[src/rtl/serial_adder.sv]
// serial_adder: bit-serial adder producing {c, s} = a + b + c_0 one bit per
// clock by iterating a single-bit Full_Adder with a registered carry.
// Operands are loaded on the accepting edge (IDLE with start=1), fed into the
// cell LSB-first, and the sum bits are collected into an accumulator. The
// final result is latched into s/c on the last RUN edge, followed by a
// one-cycle done pulse.
//
// Ports:
//   clk    - rising-edge clock
//   rst_n  - asynchronous active-low reset
//   start  - request an addition; sampled only in IDLE
//   a, b   - WIDTH-bit operands, captured on the accepting edge
//   c_0    - carry-in, captured on the accepting edge
//   busy   - high while the operation is running
//   done   - one-cycle pulse when s/c hold a fresh result
//   s      - registered sum; holds the last result
//   c      - registered carry-out; holds the last result

module Full_Adder (
  input  logic a,
  input  logic b,
  input  logic c_0,
  output logic s,
  output logic c
);
  assign s = a ^ b ^ c_0;
  assign c = (a & b) | (c_0 & (a ^ b));
endmodule

module serial_adder #(
  parameter int unsigned WIDTH = 8
) (
  input  logic             clk,
  input  logic             rst_n,
  input  logic             start,
  input  logic [WIDTH-1:0] a,
  input  logic [WIDTH-1:0] b,
  input  logic             c_0,
  output logic             busy,
  output logic             done,
  output logic [WIDTH-1:0] s,
  output logic             c
);

  localparam int unsigned CW = $clog2(WIDTH) + 1;
  localparam logic [CW-1:0] LAST = CW'(WIDTH - 1);

  typedef enum logic [1:0] {
    IDLE = 2'b00,
    RUN  = 2'b01,
    DONE = 2'b10
  } state_t;

  state_t           state_q, state_d;
  logic [WIDTH-1:0] ra_q, ra_d;
  logic [WIDTH-1:0] rb_q, rb_d;
  logic [WIDTH-1:0] acc_q, acc_d;
  logic             carry_q, carry_d;
  logic [CW-1:0]    cnt_q, cnt_d;
  logic [WIDTH-1:0] s_q, s_d;
  logic             c_q, c_d;
  logic             busy_q, busy_d;
  logic             done_q, done_d;

  logic fa_s;
  logic fa_c;

  Full_Adder u_fa (
    .a   (ra_q[0]),
    .b   (rb_q[0]),
    .c_0 (carry_q),
    .s   (fa_s),
    .c   (fa_c)
  );

  always_comb begin
    state_d = state_q;
    ra_d    = ra_q;
    rb_d    = rb_q;
    acc_d   = acc_q;
    carry_d = carry_q;
    cnt_d   = cnt_q;
    s_d     = s_q;
    c_d     = c_q;

    case (state_q)
      IDLE: begin
        if (start) begin
          ra_d    = a;
          rb_d    = b;
          carry_d = c_0;
          acc_d   = '0;
          cnt_d   = '0;
          state_d = RUN;
        end
      end
      RUN: begin
        // Sum bits enter at the MSB so after WIDTH shifts bit 0 of the
        // operands has landed in acc[0].
        acc_d   = {fa_s, acc_q[WIDTH-1:1]};
        ra_d    = {1'b0, ra_q[WIDTH-1:1]};
        rb_d    = {1'b0, rb_q[WIDTH-1:1]};
        carry_d = fa_c;
        cnt_d   = cnt_q + CW'(1);
        if (cnt_q == LAST) begin
          s_d     = {fa_s, acc_q[WIDTH-1:1]};
          c_d     = fa_c;
          state_d = DONE;
        end
      end
      DONE: begin
        state_d = IDLE;
      end
      default: begin
        state_d = IDLE;
      end
    endcase

    // Status flags are registered decodes of the next state so they line up
    // with the state they describe.
    busy_d = (state_d == RUN);
    done_d = (state_d == DONE);
  end

  always_ff @(posedge clk or negedge rst_n) begin
    if (!rst_n) begin
      state_q <= IDLE;
      ra_q    <= '0;
      rb_q    <= '0;
      acc_q   <= '0;
      carry_q <= 1'b0;
      cnt_q   <= '0;
      s_q     <= '0;
      c_q     <= 1'b0;
      busy_q  <= 1'b0;
      done_q  <= 1'b0;
    end else begin
      state_q <= state_d;
      ra_q    <= ra_d;
      rb_q    <= rb_d;
      acc_q   <= acc_d;
      carry_q <= carry_d;
      cnt_q   <= cnt_d;
      s_q     <= s_d;
      c_q     <= c_d;
      busy_q  <= busy_d;
      done_q  <= done_d;
    end
  end

  assign busy = busy_q;
  assign done = done_q;
  assign s    = s_q;
  assign c    = c_q;

endmodule
[config.mk]
export PLATFORM = sky130hd
export DESIGN_NAME = serial_adder
export DESIGN_NICKNAME = d
export VERILOG_FILES = /design/src/rtl/serial_adder.sv
export SDC_FILE = /design/constraint.sdc
export NUM_CORES = 1
export LEC_CHECK = 0
export ABC_AREA = 0
export CAP_MARGIN = 30
export CORE_ASPECT_RATIO = 0.9
export CORE_MARGIN = 5
export CORE_UTILIZATION = 45
export CTS_CLUSTER_SIZE = 16
export DETAILED_ROUTE_END_ITERATION = 16
export HOLD_SLACK_MARGIN = 0.08
export PLACE_DENSITY = 0.76
export SLEW_MARGIN = 20
export SYNTH_ARGS = -nofsm -noshare
export SYNTH_HDL_FRONTEND = slang
export SYNTH_SLANG_ARGS = --single-unit
[constraint.sdc]
create_clock -name clk -period 1.4 [get_ports clk]
set_input_delay 0.28 -clock clk [delete_from_list [all_inputs] [get_ports clk]]
set_output_delay 0.28 -clock clk [all_outputs]
set_load 0.01 [all_outputs]
==> flow_metrics.py, run 1 <==
metrics = {
    "run_status": {
        "status": "finished with violations",
        "violations": "negative setup slack",
    },
    "die": {
        "die-area_sq_um": 5060,
        "coreArea_sq_um": 3650,
        "die_h_um": 68.0,
        "row_count": 21,
        "initial_core_util": 0.460,
        "die_w_um": 74.4,
        "ios": 31,
    },
    "clock_tree": {
        "cts-root-buf": "clkbuf_8",
        "cts_made_buffers": 5,
        "clk_latency_ns": 0.29,
        "clk_path_buf_depth": 2,
        "numClockSinks": 41,
        "cts_tree": "built",
        "cts_max_level": 2,
        "clk_pin_slew_ns": 0.07,
    },
    "sta": {
        "max_clock_freq_mhz": 713,
        "setup_viol": 1,
        "finalCriticalPeriod_ns": 1.40,
        "rsz0062_at_grt": "yes",
        "drv_slew": 0,
        "setup_ws_ns": -0.00159,
        "skew_ns": 0.00488,
        "slew_headroom": 0.666,
        "finalCritPeriodShare": 1.00,
        "worst_pin_slew_ns": 0.501,
        "timing_hold_violations_final": 0,
    },
    "yosys": {
        "synthArstFlopShare": 1.00,
        "ys.flop_type": "dfrtp_1",
        "ys_seq_elements": 41,
        "synthCells": 156,
        "synth_cell_types": 28,
        "synth-seq-area-share": 0.611,
        "synth_top_cell_area_share": 0.611,
        "synth_area_sq_um": 1680,
        "synth_area_leaders": "dfrtp_1, nand2_1, mux2_2",
        "postSynthAreaPerCell_sq_um": 10.8,
        "synth-edff-count": 0,
        "yosysMostFrequentCell": "dfrtp_1",
        "synth_common_cells": "dfrtp_1, nand2_1, nor2_1, nand3_1, a22oi_1",
        "yosysTopAreaCell": "dfrtp_1",
        "synth_nets": 178,
        "yosysWarnings": 0,
    },
    "layout": {
        "layout.cells.non_filler": 251,
        "drive_above_1_share": 0.195,
        "n_fill_cell": 288,
        "antenna_cells": 0,
        "syn_to_final_growth_pct": 37.9,
        "final_nets": 227,
    },
    "hold_path": {
        "hold_path_startpoint": "rb_q[4]",
        "holdPathStages": 2,
        "hold_class": "flop to flop",
        "whs_endpoint": "rb_q[4]",
    },
    "placement": {
        "dp_cells": 238,
        "hpwl_um": 2460,
        "gp_congestion": 0.776,
        "portBuffers": 30,
        "place_ws_ns": -0.219,
    },
    "power": {
        "p_seq_frac": 0.415,
        "vdd_ir_drop_max_mv": 0.876,
        "p_leak_nw": 1.14,
        "p_comb_frac": 0.400,
        "net-switching-power_mw": 1.67,
        "intPower_mw": 3.22,
        "pwr-share-clk": 0.185,
        "power_density_nw_per_um2": 2110,
        "p_sw_frac": 0.342,
        "finalPower_mw": 4.90,
    },
    "flow_run": {
        "drv_cap": 0,
    },
    "setup_path": {
        "setup.worst_path.class": "flop to flop",
        "critPathTopFamily": "flip-flops",
        "r2r-end": "s[3]",
        "reg2reg_slack_ns": -0.002,
        "cp_cell_sequence": "ha_4, nand2_4, nor3_4, buf_12, mux2_4",
        "worstReg2RegStart": "cnt_q[1]",
        "r2r_cells": 5,
        "crit_fanout": 8,
        "crit_buf_inv": 1,
        "max_stage_delay_ns": 0.41,
        "cp_slowest_cell": "dfrtp_1",
        "endpoint_kind": "flop",
        "critPathArrivalTime_ns": 1.58,
        "start_kind": "flop",
        "crit_required_ns": 1.58,
    },
    "route": {
        "firstDrtPassIters": 3,
        "via_count": 1308,
        "totalWireLength_um": 3610,
        "wire_per_inst_um": 14.4,
        "postRouteAntennaNets": 0,
        "drc_errors": 0,
        "first_iter_violations": 61,
        "viasPerCell": 5.21,
    },
    "global_routing": {
        "grt_antenna_before_repair": 0,
        "grt.total_usage": 0.160,
        "gr-total-overflow": 0,
        "grt_pass1_wl_um": 6160,
        "grt_max_degree": 42,
        "first_global_vias": 1368,
    },
}
[power groups by stage]
stage               clock, mW  combinational, mW  sequential (mW)
floorplan                   0               1.08             2.03
global placement            0               1.81             1.99
detailed placement          0               1.91             2.03
CTS                     0.914               1.83             2.01
global route            0.959               2.20             2.10
finish                  0.904               1.96             2.03
[final cells by class]
cell class / instances / area (sq um) / area share
flip-flops and latches: 41 / 1030 / 0.443
well taps: 46 / 57.6 / 0.0248
clock inverters: 2 / 35.0 / 0.0151
repair buffers: 50 / 454 / 0.196
clock buffers: 5 / 68.8 / 0.0297
inverters: 5 / 18.8 / 0.00810
multi-input cells: 102 / 657 / 0.283
[kinds of logic after synthesis]
kind of cell	share of synthesized area
xor gates and xnor gates	0.00521
adders and majority gates	0.0194
muxes	0.0648
buffers and inverters	0.0320
and+or+nand+nor	0.175
DFF	0.611
AOI/OAI and AO/OA	0.0931
[flip-flops by register name (all words and copies together) (netlist names), 2 cells and up]
name     flops
acc_q        7
cnt_q        4
ra_q         8
rb_q         8
s            8
state_q      2
[stage by stage]
step                      hold slack (ns)  cell area [sq um]  utilization  TNS (ns)
after floorplan                   -0.0156               1710            -    -0.302
after global placement              0.362               2130        0.584     -3.26
after detailed placement            0.371               2130        0.584     -4.02
after CTS                           0.486               2240        0.614         0
after global routing                0.508               2320        0.634    -0.275
final                               0.485               2320        0.634  -0.00159
[cell usage in the layout (no fill, tap or decap), drive strengths merged, types with 2 or more instances in the layout]
master / instances
a22oi: 8
buf: 20
clkbuf: 5
clkdlybuf4s50: 18
dfrtp: 41
dlygate4sd2: 11
inv: 5
mux2: 7
mux2i: 3
nand2: 37
nand3: 10
nor2: 11
nor3: 2
nor3b: 2
o21ai: 4
o22ai: 6
[worst register-to-register path, cell delays in order, from the launching register on]
cell	delay, ns
dfrtp_1	0.41
ha_4	0.18
nand2_4	0.05
nor3_4	0.19
buf_12	0.16
mux2_4	0.30
[metal layers]
layer	up-vias	wire, um	GRT usage
met5	-	0	0
met4	0	60	0.0556
met3	7	117	0.0396
met2	21	1850	0.271
met1	655	1580	0.200
li1	625	-	-
[what timing repair did]
item                                    CTS  global route
endpoints found under the setup margin   15            10
buffers inserted                          1             4
resized for setup                        11            10
pin swaps                                 0             2
endpoints found under the hold margin    41             0
hold buffers                              1             0
[how the worst max path moves through the flow]
stage,from,to,slack [ns],depth (start not counted)
after CTS,cnt_q[1],s[3],0.008,5
after floorplan,cnt_q[0],s[0],-0.05,4
final,cnt_q[1],s[3],-0.002,5
after detailed placement,start,ra_q[1],-0.22,4
after global routing,cnt_q[1],s[2],-0.04,5
after global placement,start,ra_q[1],-0.18,4
Power figures use the tool's default switching activity.
==> inputs of run 2 (changes only) <==
--- a/config.mk
+++ b/config.mk
@@ -9,11 +9,11 @@
 export CAP_MARGIN = 30
 export CORE_ASPECT_RATIO = 0.9
 export CORE_MARGIN = 5
-export CORE_UTILIZATION = 45
+export CORE_UTILIZATION = 46
 export CTS_CLUSTER_SIZE = 16
 export DETAILED_ROUTE_END_ITERATION = 16
 export HOLD_SLACK_MARGIN = 0.08
-export PLACE_DENSITY = 0.76
+export PLACE_DENSITY = 0.74
 export SLEW_MARGIN = 20
 export SYNTH_ARGS = -nofsm -noshare
 export SYNTH_HDL_FRONTEND = slang
==> flow_metrics.py, run 2 (synthesis gave the netlist of run 1 again) <==
metrics = {
    "run_status": {
        "status": "finished with violations",
        "violations": "negative setup slack",
    },
    "global_routing": {
        "grt_max_degree": 22,
        "first_global_vias": 1370,
        "grt_antenna_before_repair": 0,
        "gr-total-overflow": 0,
        "grt_pass1_wl_um": 6290,
        "grt.total_usage": 0.169,
    },
    "setup_path": {
        "r2r-end": "s[4]",
        "worstReg2RegStart": "cnt_q[1]",
        "reg2reg_slack_ns": -0.05,
        "critPathArrivalTime_ns": 1.62,
        "endpoint_kind": "flop",
        "cp_slowest_cell": "dfrtp_1",
        "crit_required_ns": 1.57,
        "start_kind": "flop",
        "crit_fanout": 7,
        "worstSetupPathDepth": 5,
        "crit_path_start": "cnt_q[1]",
        "crit_buf_inv": 1,
        "r2r_cells": 5,
        "max_stage_delay_ns": 0.37,
        "critPathTopFamily": "flip-flops",
        "setup.worst_path.class": "flop to flop",
        "cp_cell_sequence": "ha_2, nand2_4, nor3_4, buf_12, mux2_4",
    },
    "die": {
        "die_w_um": 73.7,
        "ios": 31,
        "coreArea_sq_um": 3450,
        "die_h_um": 67.3,
        "initial_core_util": 0.487,
        "row_count": 20,
        "die-area_sq_um": 4960,
    },
    "flow_run": {
        "drv_cap": 0,
    },
    "sta": {
        "drv_slew": 0,
        "max_clock_freq_mhz": 690,
        "worst_pin_slew_ns": 0.260,
        "timing_hold_violations_final": 0,
        "finalCriticalPeriod_ns": 1.45,
        "skew_ns": 0.0112,
        "setup_ws_ns": -0.0495,
        "rsz0062_at_grt": "yes",
        "slew_headroom": 0.827,
        "setup_viol": 7,
        "finalCritPeriodShare": 1.04,
        "fin_tns_setup_ns": -0.281,
    },
    "clock_tree": {
        "cts_tree": "built",
        "clk_latency_ns": 0.29,
        "cts-root-buf": "clkbuf_8",
        "numClockSinks": 41,
        "clk_pin_slew_ns": 0.08,
        "cts_max_level": 2,
        "cts_made_buffers": 5,
        "clk_path_buf_depth": 2,
    },
    "power": {
        "power_density_nw_per_um2": 2100,
        "vdd_ir_drop_max_mv": 0.996,
        "p_leak_nw": 1.16,
        "finalPower_mw": 4.96,
    },
    "hold_path": {
        "hold_class": "input port to asynchronous set/reset pin",
    },
    "layout": {
        "layout_commonest_cell": "dfrtp_1",
        "antenna_cells": 0,
        "stdcell_area_sq_um": 2360,
        "layout.cells.non_filler": 251,
        "drive_above_1_share": 0.222,
        "syn_to_final_growth_pct": 40.6,
        "final_nets": 229,
        "mostFrequentLayoutCells": "dfrtp_1, nand2_1, clkdlybuf4s50_1",
    },
    "route": {
        "firstDrtPassIters": 4,
        "totalWireLength_um": 3910,
        "postRouteAntennaNets": 0,
        "wire_per_inst_um": 15.6,
        "first_iter_violations": 89,
        "via_count": 1341,
        "drc_errors": 0,
        "viasPerCell": 5.34,
    },
    "placement": {
        "hpwl_um": 2670,
        "placed_area_sq_um": 2170,
        "dp_cells": 238,
        "gp_congestion": 0.820,
        "place_ws_ns": -0.267,
        "portBuffers": 30,
    },
}
[run 2: stage by stage]
| stage | util | hold WS [ns] |
|---|---|---|
| 2_1_floorplan | - | -0.0156 |
| 3_3_place_gp | 0.629 | 0.155 |
| 3_5_place_dp | 0.629 | 0.163 |
| 4_1_cts | 0.662 | 0.377 |
| 5_1_grt | 0.684 | 0.400 |
| 6_report | 0.684 | 0.382 |
[run 2: worst max-delay path by stage]
| stage | to | slack, ns |
|---|---|---|
| after floorplan | s[0] | -0.05 |
| after global placement | ra_q[2] | -0.20 |
| after detailed placement | ra_q[0] | -0.27 |
| after CTS | s[3] | -0.03 |
| after global routing | s[4] | -0.11 |
| final | s[4] | -0.05 |
[run 2: report_power, final]
part	leakage [nW]	internal (mW)	switching, mW	total, mW
clock	0.0540	0.518	0.385	0.903
sequential	0.514	1.70	0.342	2.05
combinational	0.589	1.03	0.985	2.01
[run 2: what timing repair did]
| item | in CTS | in global routing |
|---|---|---|
| gates cloned | 0 | 3 |
| hold buffers | 1 | 0 |
| pin swaps | 0 | 3 |
| setup endpoints to repair | 17 | 14 |
| setup buffers | 1 | 2 |
| hold endpoints to repair | 8 | 0 |
| gates resized for setup | 13 | 13 |
[run 2: layout make-up]
cell class	instances	area (sq um)
clock buffer	5	68.8
clock inverter	2	35.0
fill	262	1090
inverter	5	18.8
multi-input combinational	104	687
sequential	41	1030
tap	44	55.1
timing repair buffer	50	469
[run 2: worst register-to-register path, delay by kind of cell (launching register included)]
| kind | cells | cell delay [ns] |
|---|---|---|
| adders and majority gates | 1 | 0.22 |
| buffers and inverters | 1 | 0.17 |
| DFF | 1 | 0.37 |
| muxes | 1 | 0.30 |
| and+or+nand+nor | 2 | 0.29 |
[run 2: metal layers]
layer  share of wire  track usage  wire (um)
met5               0            0          0
met3           0.032       0.0268        125
met2            0.51        0.282       1980
met1            0.44        0.213       1730
met4           0.020       0.0814         78
==> inputs of run 3 (changes only) <==
--- a/config.mk
+++ b/config.mk
@@ -12,6 +12,7 @@
 export CORE_UTILIZATION = 46
 export CTS_CLUSTER_SIZE = 16
 export DETAILED_ROUTE_END_ITERATION = 16
+export GPL_ROUTABILITY_DRIVEN = 0
 export HOLD_SLACK_MARGIN = 0.08
 export PLACE_DENSITY = 0.74
 export SLEW_MARGIN = 20
==> results of run 3 <==
The final DEF is identical to that of run 2; final timing and power are the same.
